**config.mk**
```make
export PLATFORM = sky130hd
export DESIGN_NAME = keypad_scanner
export DESIGN_NICKNAME = d
export VERILOG_FILES = /design/src/rtl/keypad_scanner.sv
export SDC_FILE = /design/constraint.sdc
export NUM_CORES = 1
export LEC_CHECK = 0
export ABC_CLOCK_PERIOD_IN_PS = 4000
export CAP_MARGIN = 5
export CELL_PAD_IN_SITES_DETAIL_PLACEMENT = 1
export CELL_PAD_IN_SITES_GLOBAL_PLACEMENT = 2
export CORE_MARGIN = 2
export CORE_UTILIZATION = 28
export DETAILED_ROUTE_END_ITERATION = 8
export GPL_ROUTABILITY_DRIVEN = 0
export GPL_TIMING_DRIVEN = 0
export PLACE_DENSITY = 0.64
export SYNTH_ARGS = -nofsm -noshare
export SYNTH_HDL_FRONTEND = slang
export SYNTH_SLANG_ARGS = --single-unit
```
**constraint.sdc**
```tcl
create_clock -name clk -period 4 [get_ports clk]
set_clock_uncertainty 0.1 [all_clocks]
set_input_delay 0.4 -clock clk [delete_from_list [all_inputs] [get_ports clk]]
set_output_delay 0.4 -clock clk [all_outputs]
set_load 0.05 [all_outputs]
```
**src/rtl/keypad_scanner.sv**
```systemverilog
// keypad_scanner: scans a 4x4 hex keypad, synchronises and debounces the column
// sense lines, and publishes a key matrix indexed by hex key value together with
// one-cycle press/release events in ascending key order.
module keypad_scanner #(
  parameter int SCAN_DIV       = 1000,
  parameter int DEBOUNCE_SCANS = 4
) (
  input  logic        clk,
  input  logic        reset,
  output logic [3:0]  row_n,
  input  logic [3:0]  col_n,
  output logic [15:0] keypad_matrix,
  output logic        key_event,
  output logic [3:0]  key_event_index,
  output logic        key_event_press
);

  localparam int DIV_W = $clog2(SCAN_DIV);
  localparam int RUN_W = $clog2(DEBOUNCE_SCANS + 1);
  localparam logic [DIV_W-1:0] DIV_LAST = DIV_W'(SCAN_DIV - 1);
  localparam logic [RUN_W-1:0] RUN_MAX  = RUN_W'(DEBOUNCE_SCANS);

  typedef enum logic {ST_IDLE, ST_WALK} state_t;

  // Physical position (row, column) to hex key value.
  function automatic logic [3:0] key_of(input logic [1:0] r, input logic [1:0] c);
    logic [3:0] k;
    k = 4'h0;
    case ({r, c})
      4'h0: k = 4'h1;  4'h1: k = 4'h2;  4'h2: k = 4'h3;  4'h3: k = 4'hC;
      4'h4: k = 4'h4;  4'h5: k = 4'h5;  4'h6: k = 4'h6;  4'h7: k = 4'hD;
      4'h8: k = 4'h7;  4'h9: k = 4'h8;  4'hA: k = 4'h9;  4'hB: k = 4'hE;
      4'hC: k = 4'hA;  4'hD: k = 4'h0;  4'hE: k = 4'hB;  4'hF: k = 4'hF;
      default: k = 4'h0;
    endcase
    return k;
  endfunction

  logic [3:0]       col_s1_q, col_s2_q;
  logic [DIV_W-1:0] div_q;
  logic [1:0]       row_q;
  logic [15:0]      raw_q, raw_d;
  logic [15:0]      prev_q;
  logic [RUN_W-1:0] run_q, run_d;
  logic [15:0]      matrix_q, diff_q;
  state_t           state_q;
  logic [3:0]       ptr_q;
  logic             ev_q, ev_press_q;
  logic [3:0]       ev_idx_q;
  logic             sample_now, end_scan, accept;

  // Merge the current row's sample into the snapshot and evaluate debounce.
  always_comb begin
    raw_d = raw_q;
    for (int c = 0; c < 4; c++) begin
      raw_d[key_of(row_q, 2'(c))] = ~col_s2_q[c];
    end
    sample_now = (div_q == DIV_LAST);
    end_scan   = sample_now && (row_q == 2'd3);
    if (raw_d == prev_q) begin
      run_d = (run_q == RUN_MAX) ? RUN_MAX : run_q + 1'b1;
    end else begin
      run_d = RUN_W'(1);
    end
    accept = end_scan && (run_d == RUN_MAX) && (raw_d != matrix_q);
  end

  // Two-flop synchroniser for the asynchronous column inputs.
  always_ff @(posedge clk or posedge reset) begin
    if (reset) begin
      col_s1_q <= 4'hF;
      col_s2_q <= 4'hF;
    end else begin
      col_s1_q <= col_n;
      col_s2_q <= col_s1_q;
    end
  end

  // Row scan timing, per-row sampling and scan-to-scan stability tracking.
  always_ff @(posedge clk or posedge reset) begin
    if (reset) begin
      div_q  <= '0;
      row_q  <= 2'd0;
      raw_q  <= '0;
      prev_q <= '0;
      run_q  <= '0;
    end else begin
      if (sample_now) begin
        div_q <= '0;
        row_q <= row_q + 2'd1;
        raw_q <= raw_d;
      end else begin
        div_q <= div_q + 1'b1;
      end
      if (end_scan) begin
        prev_q <= raw_d;
        run_q  <= run_d;
      end
    end
  end

  // Accepts debounced snapshots and walks the changed keys in ascending order.
  always_ff @(posedge clk or posedge reset) begin
    if (reset) begin
      state_q    <= ST_IDLE;
      matrix_q   <= '0;
      diff_q     <= '0;
      ptr_q      <= 4'h0;
      ev_q       <= 1'b0;
      ev_idx_q   <= 4'h0;
      ev_press_q <= 1'b0;
    end else begin
      case (state_q)
        ST_IDLE: begin
          ev_q <= 1'b0;
          if (accept) begin
            matrix_q <= raw_d;
            diff_q   <= raw_d ^ matrix_q;
            ptr_q    <= 4'h0;
            state_q  <= ST_WALK;
          end
        end
        ST_WALK: begin
          ev_q       <= diff_q[ptr_q];
          ev_idx_q   <= ptr_q;
          ev_press_q <= matrix_q[ptr_q];
          ptr_q      <= ptr_q + 4'h1;
          if (ptr_q == 4'hF) state_q <= ST_IDLE;
        end
        default: state_q <= ST_IDLE;
      endcase
    end
  end

  assign row_n           = ~(4'b0001 << row_q);
  assign keypad_matrix   = matrix_q;
  assign key_event       = ev_q;
  assign key_event_index = ev_idx_q;
  assign key_event_press = ev_press_q;

endmodule

```
Word level (Yosys, flattened, before mapping):

Cells that the tools add are included.
W data, S select, Z words.

* flip-flop bits (word level): 98
* input port bits: 6
* output and inout port bits: 26
* word-level logic and storage cells: 83

* $add $sub $neg: 4
* magnitude comparators: 9
* equality and inequality tests: 10
* shifts and indexed selects: 1
* mux-type cells: 29
* bitwise gates (word level): 7
* reductions and logical operators: 9

Operators by type and width (count)
* $bwmux W16: 4
* $pmux W4 S4: 4
* $lt A4 B5 Y1 const B: 5
* $demux W1 S4: 4
* $eq A16 B16 Y1: 1
* $ge A4 B1 Y1 const B: 4
* $ne A16 B16 Y1: 1
* $xor A16 B16 Y16: 1
* $add A10 B1 Y10 const B: 1
* $eq A10 B10 Y1 const B: 1
* $mux W10: 1
* $bmux W1 S4: 2
* $mux W1: 8
* $pmux W4 S2: 1
* $logic_and A1 B1 Y1: 7
* $eq A3 B3 Y1 const B: 2
* $mux W3: 2
* $not A1 Y1: 5
* $add A4 B1 Y4 const B: 1
* $eq A2 B2 Y1 const B: 2
* $eq A4 B4 Y1 const B: 1
* $mux W4: 1
* $not A4 Y4: 1
* $pmux W1 S2: 2
* other kinds (7): 7

Longest topological paths before layout:

Gate-level depths: netlist of run 1.

* depth after elaboration: 17
* gate-level depth with buffers: 14
* depth with buffers taken out: 10

Worst setup path before layout of run 1:

OpenSTA, ideal clock, no wires.

* kind: register -> register
* from: register row_q[0]
* to: register diff_q[10]
* library setup time: 125 ps
* arrival time: 3401 ps
* data required time: 3775 ps
* setup slack: 374 ps
* stages on the path, launching flop included: 14
* path buffers: 3
* clock period less this slack: 3626 ps
* cell sequence: dfrtp_1 -> inv_1 -> ha_1 -> buf_6 -> and2_1 -> or4_1 -> o311ai_0 -> xnor2_1 -> nand4b_1 -> or4b_1 -> buf_2 -> nor4_4 -> buf_6 -> mux2_4

* cells in the longest elaborated chain, start to end: 16
* elaborated cells on any way between the ends: 41
* those cells by class: order compare: 8; eq/ne: 6; mux: 17; bitwise: 1; reduce/logical: 9

RTL lines
* start, declared: line 41 `logic [1:0] row_q;`
* start signal, assigned: line 90 `row_q <= row_q + 2'd1;`
* $eq A2 B2 Y1 (tied with other cells): line 29, 59
* $pmux W4 S4: line 29 `case ({r, c})`
* $lt A4 B5 Y1 (implied by the code) or $ge A4 B1 Y1 (tied branches): line 56 `raw_d[key_of(row_q, 2'(c))] = ~col_s2_q[c];`
* $logic_and A1 B1 Y1 (implied by the code): line 56
* $mux W1 (implied by the code): line 56
* $demux W1 S4: line 56
* $bwmux W16 (4 in series): line 56
* $eq A16 B16 Y1: line 60 `if (raw_d == prev_q) begin`
* $mux W3: line 60
* $eq A3 B3 Y1: line 65 `accept = end_scan && (run_d == RUN_MAX) && (raw_d != matrix_q);`
* $logic_and A1 B1 Y1 (2 in series): line 65
* $reduce_and A2 Y1 (no source line)
* end signal, assigned: line 118 `diff_q <= raw_d ^ matrix_q;`
* end, declared: line 45 `logic [15:0] matrix_q, diff_q;`

Parallel ways exist; a longest one is shown, timed or not. The select of a mux whose other input is x is not followed.
A chain may end at the register's enable or synchronous reset.

Worst setup path after layout of run 1:

* from: register row_q[0]
* to: register diff_q[14]

Same word-level chain as after synthesis.

==> out/qor.yml, run 1 <==
hold_path.class: "reg -> reg"
ios: 32
drt-wirelength-per-cell_um: 19.7
yosysSeqAreaShare_pct: 43.8
totalPowerFinal_uw: 1990
worstMarginPinSlew_ns: 0.721
drc_errors: 0
drive_gt1_share_pct: 28.9
routed_wl_mm: 15.9
ys_warn_count: 0
cap_viol_max_count: 0
avgViaCountPerCell: 4.97
worst-endpoint-arrival_ns: 4.01
cts_max_level: 3
diodes: 0
p_leak_uw: 0.00301
critPathRequiredTime_ns: 4.15
drtIter0Drc: 154
syn_area_mm2: 0.00563
antenna_found_initial: 0
clk_latency_ns: 0.37
hold_viol: 0
hold_start: "col_s1_q[0]"
grt_pass1_vias: 4307
cts.path.max_buffers: 2
dieArea_mm2: 0.0212
finalSetupViolations: 0
endpoint_kind: "flip-flop"
holdBufCountCts: 0
io_buffers: 31
path_common_cell: "buf_6"
worst_path_max_delay_cell: "or4_4"
clkSlewWorstSetupHoldPaths_ns: 0.07
syn_inst: 483
fmax_ghz: 0.259
drt_first_pass_iters: 4
whs_ns: 0.258
grt_max_degree: 69
top_layer_used: "met4"
critPathKind: "reg -> reg"
maxSlewHeadroom_pct: 51.9
grt_pass1_wl_mm: 25.4
powerDensity_mw_per_mm2: 291
synth_top_area_cell: "dfrtp_1"
yosys_register_bits: 98
nets: 554
syn_avg_cell_area_um2: 11.6
route.met3.wl_um: 548
coreArea_mm2: 0.0196
crit_path_cell_trace: "inv_2 -> ha_1 -> buf_6 -> and2_1 -> or4_4 -> o311ai_4 -> xnor2_2 -> nand4b_1 -> or4b_4 -> buf_2 -> nor4_4 -> buf_6 -> buf_8 -> mux2_4"
mostFrequentLayoutCells: "dfrtp_1 (90), mux2_2 (35), clkdlybuf4s50_1 (31)"
finalCritPeriodShare_pct: 96.5
syn_nets: 501
fp.dieW_um: 146
cts_tree: "done"
synth-edff-count: 0
met2WireLength_mm: 7.37
max_stage_delay_ns: 0.56
met1_length_mm: 7.66
start_util_pct: 28.7
ys.flop_type: "dfrtp_1"
rows: 51
cts_made_buffers: 9
report.final.slew_viol_count: 0
critical_path.max_fanout: 10
timing.final.crit_period_ns: 3.86
dp_hpwl_mm: 11.5
cpLargestDelayFamily: "simple AND/OR/NAND/NOR gates"
root_buffer: "clkbuf_16"
drtAntennaViolNets: 0
crit_buf_inv: 5
peakVddDrop_v: 0.000211
area_delta_synth_final_pct: 21.6
fp.dieH_um: 146
crit_start: "row_q[0]"
yosys-top-cells-area: "dfrtp_1 (40%), mux2_2 (7.0%), mux2_4 (6.7%)"
synthDistinctLibCells: 68
synth_top_area_share_pct: 40.0
layout_commonest_cell: "dfrtp_1"
overflow: 0
r2r_start: "row_q[0]"
critPathLaunchType: "flip-flop"
clock_sinks: 98
grt_use_total_pct: 15.5
status: "finished clean"
async_reset_ff_share_pct: 100
dr_total_vias: 4003
## report_power, final
group	total, µW	internal [µW]	switching (µW)
clock	921	492	430
sequential	1000	997	4.43
combinational	65.3	21.5	43.7
total	1990	1510	478
## stage by stage
step,setup slack [ns],area (µm²),setup TNS (ns),cells,util (%)
floorplan,0.374,5630,0,483,-
global placement,-0.794,6270,-89.46,779,32.0
detailed placement,-0.735,6300,-23.06,780,32.2
CTS,0.0133,6710,0,800,34.3
global route,-0.00735,6840,-0.0360,805,34.9
finish,0.140,6840,0,805,34.9
## kinds of logic after synthesis
| group | after synthesis | synth area share (%) |
|---|---|---|
| fa+ha+maj | 12 | 2.67 |
| xor+xnor | 37 | 5.76 |
| simple gates | 120 | 12.6 |
| buf+inv | 48 | 4.58 |
| compound gates | 84 | 10.5 |
| mux | 84 | 20.2 |
| flops | 98 | 43.8 |
## layer usage
metal  vias up  GRT usage (%)
li1       1853              -
met3        20           2.95
met2        64           24.6
met4         0           4.36
met5         -              0
met1      2066           21.8
## area by class of cell
cell class              instances  area (µm²)
multi-input cells             337        3050
well taps                     265         332
fillers                      2147       12700
repair buffers                 42         417
clock inverters                 6        76.3
clock buffers                   9         225
inverters                      17        66.3
plain buffers                  31         214
flip-flops and latches         98        2460
## path summary, 6_finish.rpt
path	endpoint	slack [ns]	depth (start not counted)
max in group asynchronous	col_s2_q[0]	2.76	3
min reg2reg	col_s2_q[0]	0.26	0
max reg2reg	diff_q[14]	0.14	14
min	col_s2_q[0]	0.26	0
min in group asynchronous	key_event_index[2]	0.30	2
max	diff_q[14]	0.14	14
## cell usage after synthesis, drive strengths merged (9+ instances only)
cell type and n:
a21oi 19, and3 12, buf 22, clkbuf 9
dfrtp 90, ha 12, inv 17, mux2 60
mux2i 14, mux4 10, nand2 26, nand2b 13
nand3 9, nor2 16, o21ai 16, xnor2 16
xor2 21
## state kept, by name, indices dropped and copies added, names as in the netlist
| register | flops |
|---|---|
| run_q | 3 |
| key_event_index | 4 |
| raw_q | 16 |
| row_q | 2 |
| col_s1_q | 4 |
| col_s2_q | 4 |
| key_event | 1 |
| keypad_matrix | 16 |
| diff_q | 16 |
| ptr_q | 4 |
| key_event_press | 1 |
| prev_q | 16 |
| div_q | 10 |
| state_q | 1 |
## what timing repair did
| action | in CTS | in global routing |
|---|---|---|
| pin swaps | 3 | 4 |
| buffers inserted | 5 | 5 |
| setup endpoints to repair | 39 | 32 |
| gates resized for setup | 12 | 22 |
(Power assumes the default switching activity.)
==> run 2, diff against run 1 <==
- SETUP_SLACK_MARGIN: not set -> 0.3
==> out/qor.yml, run 2 (synthesis gave the netlist of run 1 again) <==
dp_hpwl_mm: 11.5
cts.path.max_buffers: 2
clock_sinks: 98
place_ws_ns: -0.735
finalCritPeriodShare_pct: 93.9
grt_pass1_wl_mm: 26.8
drtIter0Drc: 218
crit_start: "row_q[0]"
nets: 586
critPathKind: "reg -> reg"
rsz0062_at_grt: "yes"
grt_use_total_pct: 16.4
worst-endpoint-arrival_ns: 3.91
grt_max_degree: 69
p_leak_uw: 0.00321
cts_made_buffers: 9
ios: 32
hold_start: "col_s1_q[3]"
timing.final.crit_period_ns: 3.75
utilization_pct: 37.7
routed_wl_mm: 16.9
clk_latency_ns: 0.37
coreArea_mm2: 0.0196
fmax_ghz: 0.266
fin_area_mm2: 0.00738
hold_viol: 0
powerDensity_mw_per_mm2: 270
rows: 51
drc_errors: 0
critPathLaunchType: "flip-flop"
dieArea_mm2: 0.0212
avgViaCountPerCell: 5.01
status: "finished clean"
cts_tree: "done"
endpoint_kind: "flip-flop"
dr_total_vias: 4192
start_util_pct: 28.7
io_buffers: 31
drtAntennaViolNets: 0
grt_pass1_vias: 4528
antenna_found_initial: 0
fp.dieW_um: 146
diodes: 0
r2r_start: "row_q[0]"
fp.dieH_um: 146
timing.final.ws_setup_ns: 0.245
drt_first_pass_iters: 4
area_delta_synth_final_pct: 31.2
overflow: 0
maxSlewHeadroom_pct: 51.4
drt-wirelength-per-cell_um: 20.2
drive_gt1_share_pct: 36.9
mostFrequentLayoutCells: "dfrtp_1 (89), buf_4 (37), mux2_2 (35)"
dpl_cell_area_mm2: 0.00630
worstMarginPinSlew_ns: 0.729
critPathRequiredTime_ns: 4.15
peakVddDrop_v: 0.000202
root_buffer: "clkbuf_16"
report.final.slew_viol_count: 0
cap_viol_max_count: 0
critical_path.max_fanout: 6
layout_commonest_cell: "dfrtp_1"
cts_max_level: 3
hold_path.class: "reg -> reg"
clkSlewWorstSetupHoldPaths_ns: 0.07
finalSetupViolations: 0
run 2: worst max-delay path, stage by stage (launching register included):
cell and delay [ns]:
dfrtp_1 0.42, buf_6 0.16, ha_4 0.13, buf_6 0.12, buf_6 0.10, a31oi_4 0.06
or4_4 0.54, o311ai_4 0.14, xnor2_2 0.17, nand4b_1 0.12, or4b_4 0.56, buf_6 0.14
nor4_4 0.15, buf_6 0.19, buf_12 0.12, buf_12 0.12, mux2_4 0.30
run 2: worst paths after layout:
check / end / slack, ns / depth (start not counted)
hold reg to reg: col_s2_q[3] / 0.26 / 0
hold / removal: col_s2_q[3] / 0.26 / 0
setup / recovery: keypad_matrix[11] / 0.25 / 16
setup reg to reg: keypad_matrix[11] / 0.25 / 16
min in group asynchronous: key_event_index[2] / 0.29 / 2
max in group asynchronous: col_s1_q[2] / 2.75 / 3
run 2: final cells by class:
class / instances / area (µm²)
multi-input combinational: 337 / 3200
timing repair buffer: 74 / 742
clock buffer: 9 / 225
inverter: 17 / 71.3
clock inverter: 6 / 76.3
tap: 265 / 332
sequential: 98 / 2460
fill: 2131 / 12200
buffer: 31 / 272
run 2: timing repair:
item                                    in CTS  in global routing
cloned                                       2                  0
buffers inserted                            25                 15
hold endpoints to repair                     0                  0
resized for setup                           62                 25
endpoints found under the setup margin      40                 37
pin swaps                                   20                 19
hold buffers                                 0                  0
run 2: routing by layer:
layer,wire (µm),vias to the layer above,GRT usage [%]
li1,-,1922,-
met3,686,15,3.20
met2,8020,64,26.4
met4,190,0,4.61
met1,8020,2191,22.5
met5,0,-,0
run 2: where the power goes:
group / internal [µW] / switching (µW)
Clock: 492 / 430
Sequential: 997 / 4.45
Combinational: 26.6 / 47.1
Total: 1520 / 481
run 2: metrics by stage:
| stage | cells | power [µW] | hold slack (ns) | TNS (ns) |
|---|---|---|---|---|
| final | 837 | 2000 | 0.259 | 0 |
| after global routing | 837 | 2070 | 0.262 | 0 |
| after CTS | 822 | 2020 | 0.258 | 0 |
| after detailed placement | 780 | 1090 | 0.247 | -23.06 |
| after global placement | 779 | 1080 | 0.245 | -89.46 |
| after floorplan | 483 | 1060 | 0.245 | 0 |
